<file path="config.mk">
export PLATFORM = sky130hd
export DESIGN_NAME = fetch_unit
export DESIGN_NICKNAME = d
export VERILOG_FILES = /design/src/rtl/fetch_unit.sv
export SDC_FILE = /design/constraint.sdc
export NUM_CORES = 1
export LEC_CHECK = 0
export BUFFER_PORTS_ARGS = -buffer_cell sky130_fd_sc_hd__buf_2
export CORE_MARGIN = 3
export CORE_UTILIZATION = 43
export CTS_CLUSTER_SIZE = 10
export DETAILED_ROUTE_END_ITERATION = 16
export GPL_ROUTABILITY_DRIVEN = 0
export PLACE_DENSITY_LB_ADDON = 0.3
export SYNTH_ARGS = -nofsm -noshare
export SYNTH_HDL_FRONTEND = slang
export SYNTH_SLANG_ARGS = --single-unit
</file>
<file path="constraint.sdc">
create_clock -name clk -period 10 [get_ports clk]
set_clock_uncertainty 0.05 [all_clocks]
set_input_delay 0 -clock clk [delete_from_list [all_inputs] [get_ports clk]]
set_output_delay 0 -clock clk [all_outputs]
set_load 0.05 [all_outputs]
</file>
<file path="src/rtl/fetch_unit.sv">
// fetch_unit: RV32I instruction fetch stage.
// Owns the PC, issues imem word requests and queues instructions for decode.
module fetch_unit #(
  parameter logic [31:0] RESET_PC = 32'h0000_0000,
  parameter int FIFO_DEPTH = 2,
  parameter int MAX_OUTSTANDING = 2
) (
  input  logic        clk,
  input  logic        rst_n,
  output logic        imem_req_valid,
  input  logic        imem_req_ready,
  output logic [31:0] imem_addr,
  input  logic        imem_rsp_valid,
  input  logic [31:0] imem_rdata,
  input  logic        redirect_valid,
  input  logic [31:0] redirect_pc,
  output logic        id_valid,
  input  logic        id_ready,
  output logic [31:0] id_inst,
  output logic [31:0] id_pc
);

  localparam logic [31:0] NOP = 32'h0000_0013;
  localparam int PW = (FIFO_DEPTH > 1) ?
    $clog2(FIFO_DEPTH) : 1;
  localparam int CW = $clog2(FIFO_DEPTH + 1);
  localparam int OW = $clog2(MAX_OUTSTANDING + 1);
  localparam int TW = (MAX_OUTSTANDING > 1) ?
    $clog2(MAX_OUTSTANDING) : 1;
  localparam int SW = CW + 1;

  typedef struct packed {
    logic [31:0] inst;
    logic [31:0] pc;
  } fq_entry_t;

  logic [31:0]   pc_q;
  logic [OW-1:0] outst_q;
  logic [OW-1:0] drop_q;
  logic [CW-1:0] cnt_q;
  logic [PW-1:0] rd_q;
  logic [PW-1:0] wr_q;
  logic [TW-1:0] tag_rd_q;
  logic [TW-1:0] tag_wr_q;
  logic          live_q;

  logic [31:0] tag_mem [MAX_OUTSTANDING];
  fq_entry_t   fq_mem [FIFO_DEPTH];

  logic          issue;
  logic          rsp_keep;
  logic          push;
  logic          pop;
  logic [SW-1:0] credit_use;
  logic          unused_pc_lsb;

  assign unused_pc_lsb = ^redirect_pc[1:0];

  function automatic logic [TW-1:0] tag_inc(
    input logic [TW-1:0] p
  );
    return (p == TW'(MAX_OUTSTANDING - 1)) ?
      '0 : p + TW'(1);
  endfunction

  // Every in-flight request owns a FIFO slot.
  assign credit_use = SW'(outst_q) + SW'(cnt_q);

  assign imem_req_valid = live_q
    && !redirect_valid
    && (outst_q < OW'(MAX_OUTSTANDING))
    && (credit_use < SW'(FIFO_DEPTH));
  assign imem_addr = pc_q;

  assign issue    = imem_req_valid && imem_req_ready;
  assign rsp_keep = imem_rsp_valid && (drop_q == '0);
  assign push     = rsp_keep && !redirect_valid;

  assign id_valid = (cnt_q != '0);
  assign pop      = id_valid && id_ready;

  assign id_inst = id_valid ? fq_mem[rd_q].inst :
                   (live_q ? NOP : 32'h0);
  assign id_pc   = id_valid ? fq_mem[rd_q].pc : 32'h0;

  always_ff @(posedge clk or negedge rst_n) begin
    if (!rst_n) begin
      live_q   <= 1'b0;
      pc_q     <= RESET_PC;
      outst_q  <= '0;
      drop_q   <= '0;
      cnt_q    <= '0;
      rd_q     <= '0;
      wr_q     <= '0;
      tag_rd_q <= '0;
      tag_wr_q <= '0;
    end else begin
      live_q <= 1'b1;
      // Tags pop on every response, dropped or not.
      if (imem_rsp_valid)
        tag_rd_q <= tag_inc(tag_rd_q);
      if (issue)
        tag_wr_q <= tag_inc(tag_wr_q);
      if (redirect_valid) begin
        pc_q    <= {redirect_pc[31:2], 2'b00};
        outst_q <= outst_q - OW'(imem_rsp_valid);
        drop_q  <= outst_q - OW'(imem_rsp_valid);
        cnt_q   <= '0;
        rd_q    <= '0;
        wr_q    <= '0;
      end else begin
        if (issue)
          pc_q <= pc_q + 32'd4;
        outst_q <= outst_q + OW'(issue)
                   - OW'(imem_rsp_valid);
        if (imem_rsp_valid && (drop_q != '0))
          drop_q <= drop_q - OW'(1);
        if (push)
          wr_q <= wr_q + PW'(1);
        if (pop)
          rd_q <= rd_q + PW'(1);
        cnt_q <= cnt_q + CW'(push) - CW'(pop);
      end
    end
  end

  always_ff @(posedge clk) begin
    if (issue)
      tag_mem[tag_wr_q] <= pc_q;
    if (push)
      fq_mem[wr_q] <= '{inst: imem_rdata,
                        pc:   tag_mem[tag_rd_q]};
  end

  a_no_overflow: assert property (
    @(posedge clk) disable iff (!rst_n)
    !(push && !pop && (cnt_q == CW'(FIFO_DEPTH))));

  a_drop_le_out: assert property (
    @(posedge clk) disable iff (!rst_n)
    drop_q <= outst_q);

  a_addr_align: assert property (
    @(posedge clk) disable iff (!rst_n)
    imem_addr[1:0] == 2'b00);

endmodule

</file>
---- After elaboration in Yosys (flattened, before gate mapping) ----
Memories as Yosys holds them, arrays and structs flattened.
Cells that the tools add are included.
storage, ports and cells
  flip-flop bits (word level) ............. 43
  bits in writable memories ............... 192
  input bits .............................. 70
  output and inout bits ................... 98
  memories ................................ 2
memory list
  memory   words  width  rd ports  clocked after memory_dff  wr ports  line  RTL
  fq_mem   2      64     1         0                         1         48    fq_entry_t fq_mem [FIFO_DEPTH];
  tag_mem  2      32     1         0                         1         47    logic [31:0] tag_mem [MAX_OUTSTANDING];
cells by class
  add/subtract/negate cells ............... 12
  order comparisons ....................... 2
  multiplexer cells ....................... 19
  reductions and logical operators ........ 16
operators by type and width
  kind                                                                   number
  32-bit 2-to-1 mux                                                      4
  32-bit by 3-bit adder with 32-bit output (second input constant)       1
  2-bit nonzero test                                                     6
  1-bit 2-to-1 mux                                                       10
  1-bit logical AND                                                      8
  2-bit 2-to-1 mux                                                       4
  2-bit by 1-bit subtractor with 2-bit output                            3
  5-bit 2-to-1 mux                                                       1
  1-bit adder (second input constant)                                    4
  2-bit by 1-bit adder with 2-bit output                                 2
  2-bit by 2-bit adder with 3-bit output                                 1
  3-bit by 2-bit < comparator with 1-bit output (second input constant)  1
  2-bit logical NOT                                                      1
  2-bit < comparator (second input constant)                             1
  2-bit by 1-bit subtractor with 2-bit output (second input constant)    1
  1-bit logical NOT                                                      1

---- Logic depth before layout (Yosys ltp) ----
  word-level depth ........................ 8
  gate-level depth with buffers ........... 11
  gate-level depth less buffers ........... 10

---- Worst setup path before layout ----
No wires, ideal clock.
  path type ............................... register -> register
  start ................................... register drop_q[0]
  end ..................................... memory fq_mem[0][10] (netlist name), enable pin
  library setup time ...................... 0.482 ns
  arrival ................................. 3.316 ns
  required time ........................... 9.468 ns
  path slack .............................. 6.152 ns
  cell stages (with the launch flop) ...... 5
  path through ............................ dfrtp_1 > inv_1 > ha_1 > nand3_1 > nor2_1
between the ends
  longest elaborated chain between the ends .. 5
ends and longest elaborated chain
  what                                    line  RTL
  start: declaration                      39    logic [OW-1:0] drop_q;
  start signal: assignment                107   drop_q <= outst_q - OW'(imem_rsp_valid);
  start signal: assignment                117   drop_q <= drop_q - OW'(1);
  2-bit logical NOT                       76    assign rsp_keep = imem_rsp_valid && (drop_q == '0);
  1-bit logical AND                       76
  1-bit logical AND                       77    assign push = rsp_keep && !redirect_valid;
  1-bit 2-to-1 mux                        130   if (push)
  1-bit 2-to-1 mux (not written as such)  131   fq_mem[wr_q] <= '{inst: imem_rdata,
  end: declaration                        48
Every way passes these cells.

---- Final worst setup path ----
  start ................................... register cnt_q[0]
  end ..................................... memory tag_mem[0][20], enable pin
between the ends
  longest elaborated chain between the ends .. 6
ends and longest elaborated chain
  what                                           line  RTL
  start: declaration                             40    logic [CW-1:0] cnt_q;
  start signal: assignment                       122   cnt_q <= cnt_q + CW'(push) - CW'(pop);
  2-bit by 2-bit adder with 3-bit output         67    assign credit_use = SW'(outst_q) + SW'(cnt_q);
  3-bit by 2-bit < comparator with 1-bit output  72    && (credit_use < SW'(FIFO_DEPTH));
  1-bit logical AND                              72
  1-bit logical AND                              75    assign issue = imem_req_valid && imem_req_ready;
  1-bit 2-to-1 mux                               128   if (issue)
  1-bit 2-to-1 mux (not written as such)         129   tag_mem[tag_wr_q] <= pc_q;
  end: declaration                               47
Every way passes these cells.

==> results.yml <==
yosys:
  syn_avg_cell_area_um2: 14.66
  synth.yosys.seq_area_share_pct: 70.59
  synthTopCellsByCount: "edfxtp_1, nor2_1, mux2i_1"
  yosys.area.top_type_share_pct: 59.54
  synthArstFlopShare_pct: 18.22
  synth_top_flop_cell: "edfxtp_1"
  ys_warn_count: 0
  synth.area.top_cells: "edfxtp_1, dfrtp_1, mux2i_1"
  synth_most_common_cell: "edfxtp_1"
  synth.distinct_cells: 50
  syn_inst: 633
  ys_ff_latch: 225
  yosys.area.top_type: "edfxtp_1"
  netlist_area_um2: 9280
  synth_edf_count: 184
outcome:
  outcome: "finished clean"
route:
  drtIter0Drc: 469
  dr_total_vias: 5992
  wl_per_cell_um: 18.07
  wirelength_mm: 21.03
  ant_nets: 0
  drc: 0
  via_per_inst: 5.148
  dr.pass1.iters: 7
final_layout:
  syn_to_final_growth_pct: 27.61
  layout.nets: 946
  drive_gt1_share_pct: 27.67
  fill_cells: 1735
  diodes: 0
sta:
  fin_tns_setup_ps: 0
  slew_violations: 0
  period_share_pct: 32.33
  rsz0062_at_grt: "no"
  finalHoldViolCount: 0
  setup_violations: 0
  worst_pin_slew_ps: 992.5
  slew_headroom_pct: 33.84
  max_freq_mhz: 309.3
  fin_crit_ps: 3233
  fin_ws_ps: 6767
clocking:
  ctsHtreeMaxLevel: 1
  cts-buffers-inserted: 27
  tritoncts: "built"
  clkLatencyLatePin_ps: 520
  cts_max_path_buffers: 3
  clk_pin_slew_ps: 50
  post_cts_buffers: 0
  cts_root_buffer: "clkbuf_16"
  cts_num_sinks: 225
setup_path:
  critPathKind: "flop to flop"
  critPathCaptureType: "flop"
  cp.required_ps: 10130
  cp-startpoint: "cnt_q[0]$_DFF_PN0_"
  cp_max_fo: 27
  r2r-start: "cnt_q[0]$_DFF_PN0_"
  cp-start-kind: "flop"
  arrival_ps: 3360
  timing.rr.end: "tag_mem[0][20]$_DFFE_PP_"
  rrSetupSlack_ps: 6770
  r2r_cells: 7
power:
  leakage_uw: 0.004488
  p_per_area_nw_per_um2: 268.5
  peakVddDrop_mv: 0.1839
  fin_total_pwr_uw: 3180
worst_hold_path:
  min_path_cells: 3
  worst_hold_startpoint: "redirect_valid"
  min_path_type: "primary input to flop"
  hold_end: "cnt_q[1]$_DFF_PN0_"
die:
  core_area_um2: 21090
  ios: 168
  fp.dieH_um: 152.9
  die_x_um: 152.9
  dieArea_um2: 23380
  num_rows: 53
  start_util_pct: 44.01
grt:
  antenna_found_initial: 0
  track_usage_pct: 17.72
  grt_pass1_vias: 6006
  grt_overflow: 0
  grt_pass1_wl_mm: 33.38
  grt_max_degree: 63
place:
  io_buffers: 161
  dp_hpwl_mm: 12.91
  dp_slack_ps: 6741
run:
  maxCapViolations: 0
[cells in the final DEF, fill, tap and decap left out, drive strengths merged, types with 7 or more instances in the layout]
cell type / instances
nand4: 15
nor2: 77
mux2i: 64
buf: 170
nand3: 18
dfrtp: 41
mux2: 30
o211ai: 7
nand2: 38
edfxtp: 184
inv: 15
o21ai: 22
dlygate4sd3: 65
xnor2: 8
xor2: 10
ha: 7
clkbuf: 47
a21oi: 7
[per-stage QoR]
stage | util, % | hold slack, ps | area (um^2) | std cells
after detailed placement | 49.33 | 141.2 | 10400 | 1049
after floorplan | - | -345.6 | 9291 | 636
after global routing | 56.16 | 33.19 | 11840 | 1164
final | 56.16 | 16.63 | 11840 | 1164
after CTS | 56.16 | 5.673 | 11840 | 1164
after global placement | 49.33 | 137.7 | 10400 | 1049
[metal layers]
| metal | share of wire (%) | track usage [%] | vias up |
|---|---|---|---|
| met5 | 0 | 0 | - |
| met4 | 1.4 | 3.818 | 0 |
| met3 | 6.2 | 2.945 | 25 |
| met2 | 49 | 30.03 | 204 |
| met1 | 43 | 24.38 | 2932 |
| li1 | - | - | 2831 |
[kinds of logic (layout without fill, tap and decap cells)]
logic type / count (synthesis) / in the layout / share of synthesized area (%)
and+or+nand+nor: 181 / 181 / 9.680
buffers and inverters: 47 / 300 / 2.063
muxes: 94 / 94 / 10.54
xor gates and xnor gates: 18 / 18 / 1.699
other: 2 / 5 / 0.08093
adders and majority gates: 8 / 8 / 1.159
AOI/OAI and AO/OA: 58 / 58 / 4.180
DFF: 225 / 225 / 70.59
[worst max-delay path by stage]
stage	slack, ps	depth (start not counted)	to
6_report	6770	7	tag_mem[0][20]$_DFFE_PP_
4_1_cts	6730	7	tag_mem[0][20]$_DFFE_PP_
3_5_place_dp	6740	7	tag_mem[0][27]$_DFFE_PP_
2_1_floorplan	6150	4	fq_mem[0][10]$_DFFE_PP_
3_3_place_gp	6780	7	tag_mem[0][27]$_DFFE_PP_
5_1_grt	6560	7	tag_mem[0][20]$_DFFE_PP_
[power by group]
group,internal (uW),switching [uW],total (uW)
Clock,518,344,862
Combinational,303,804,1110
Sequential,1130,84.6,1210
Total,1950,1230,3180
[layout make-up]
| type | instances | area, um^2 | area share [%] |
|---|---|---|---|
| Tap cell | 275 | 344.1 | 2.905 |
| Timing Repair Buffer | 235 | 1524 | 12.87 |
| Sequential cell | 225 | 6555 | 55.35 |
| Clock buffer | 47 | 770.7 | 6.508 |
| Clock inverter | 3 | 18.77 | 0.1585 |
| Multi-Input combinational cell | 364 | 2574 | 21.73 |
| Inverter | 15 | 56.30 | 0.4754 |
[worst max-delay path, cell delays in order (launching register included)]
cell     delay [ps]
dfrtp_1         420
and2_1          170
fa_1            510
nor3_4          190
buf_4           300
inv_2           270
nor2_2          570
buf_4           420
[registers in the layout, indices dropped and copies added (netlist names)]
register   count
cnt_q          2
live_q         1
rd_q           1
tag_wr_q       1
drop_q         2
imem_addr     30
outst_q        2
tag_rd_q       1
tag_mem       60
wr_q           1
fq_mem       124
[repair_timing]
item,4_1_cts,5_1_grt
setup endpoints to repair,0,0
endpoints found under the hold margin,140,0
hold buffers,65,0
gates resized for setup,0,0
(Power assumes the default switching activity.)
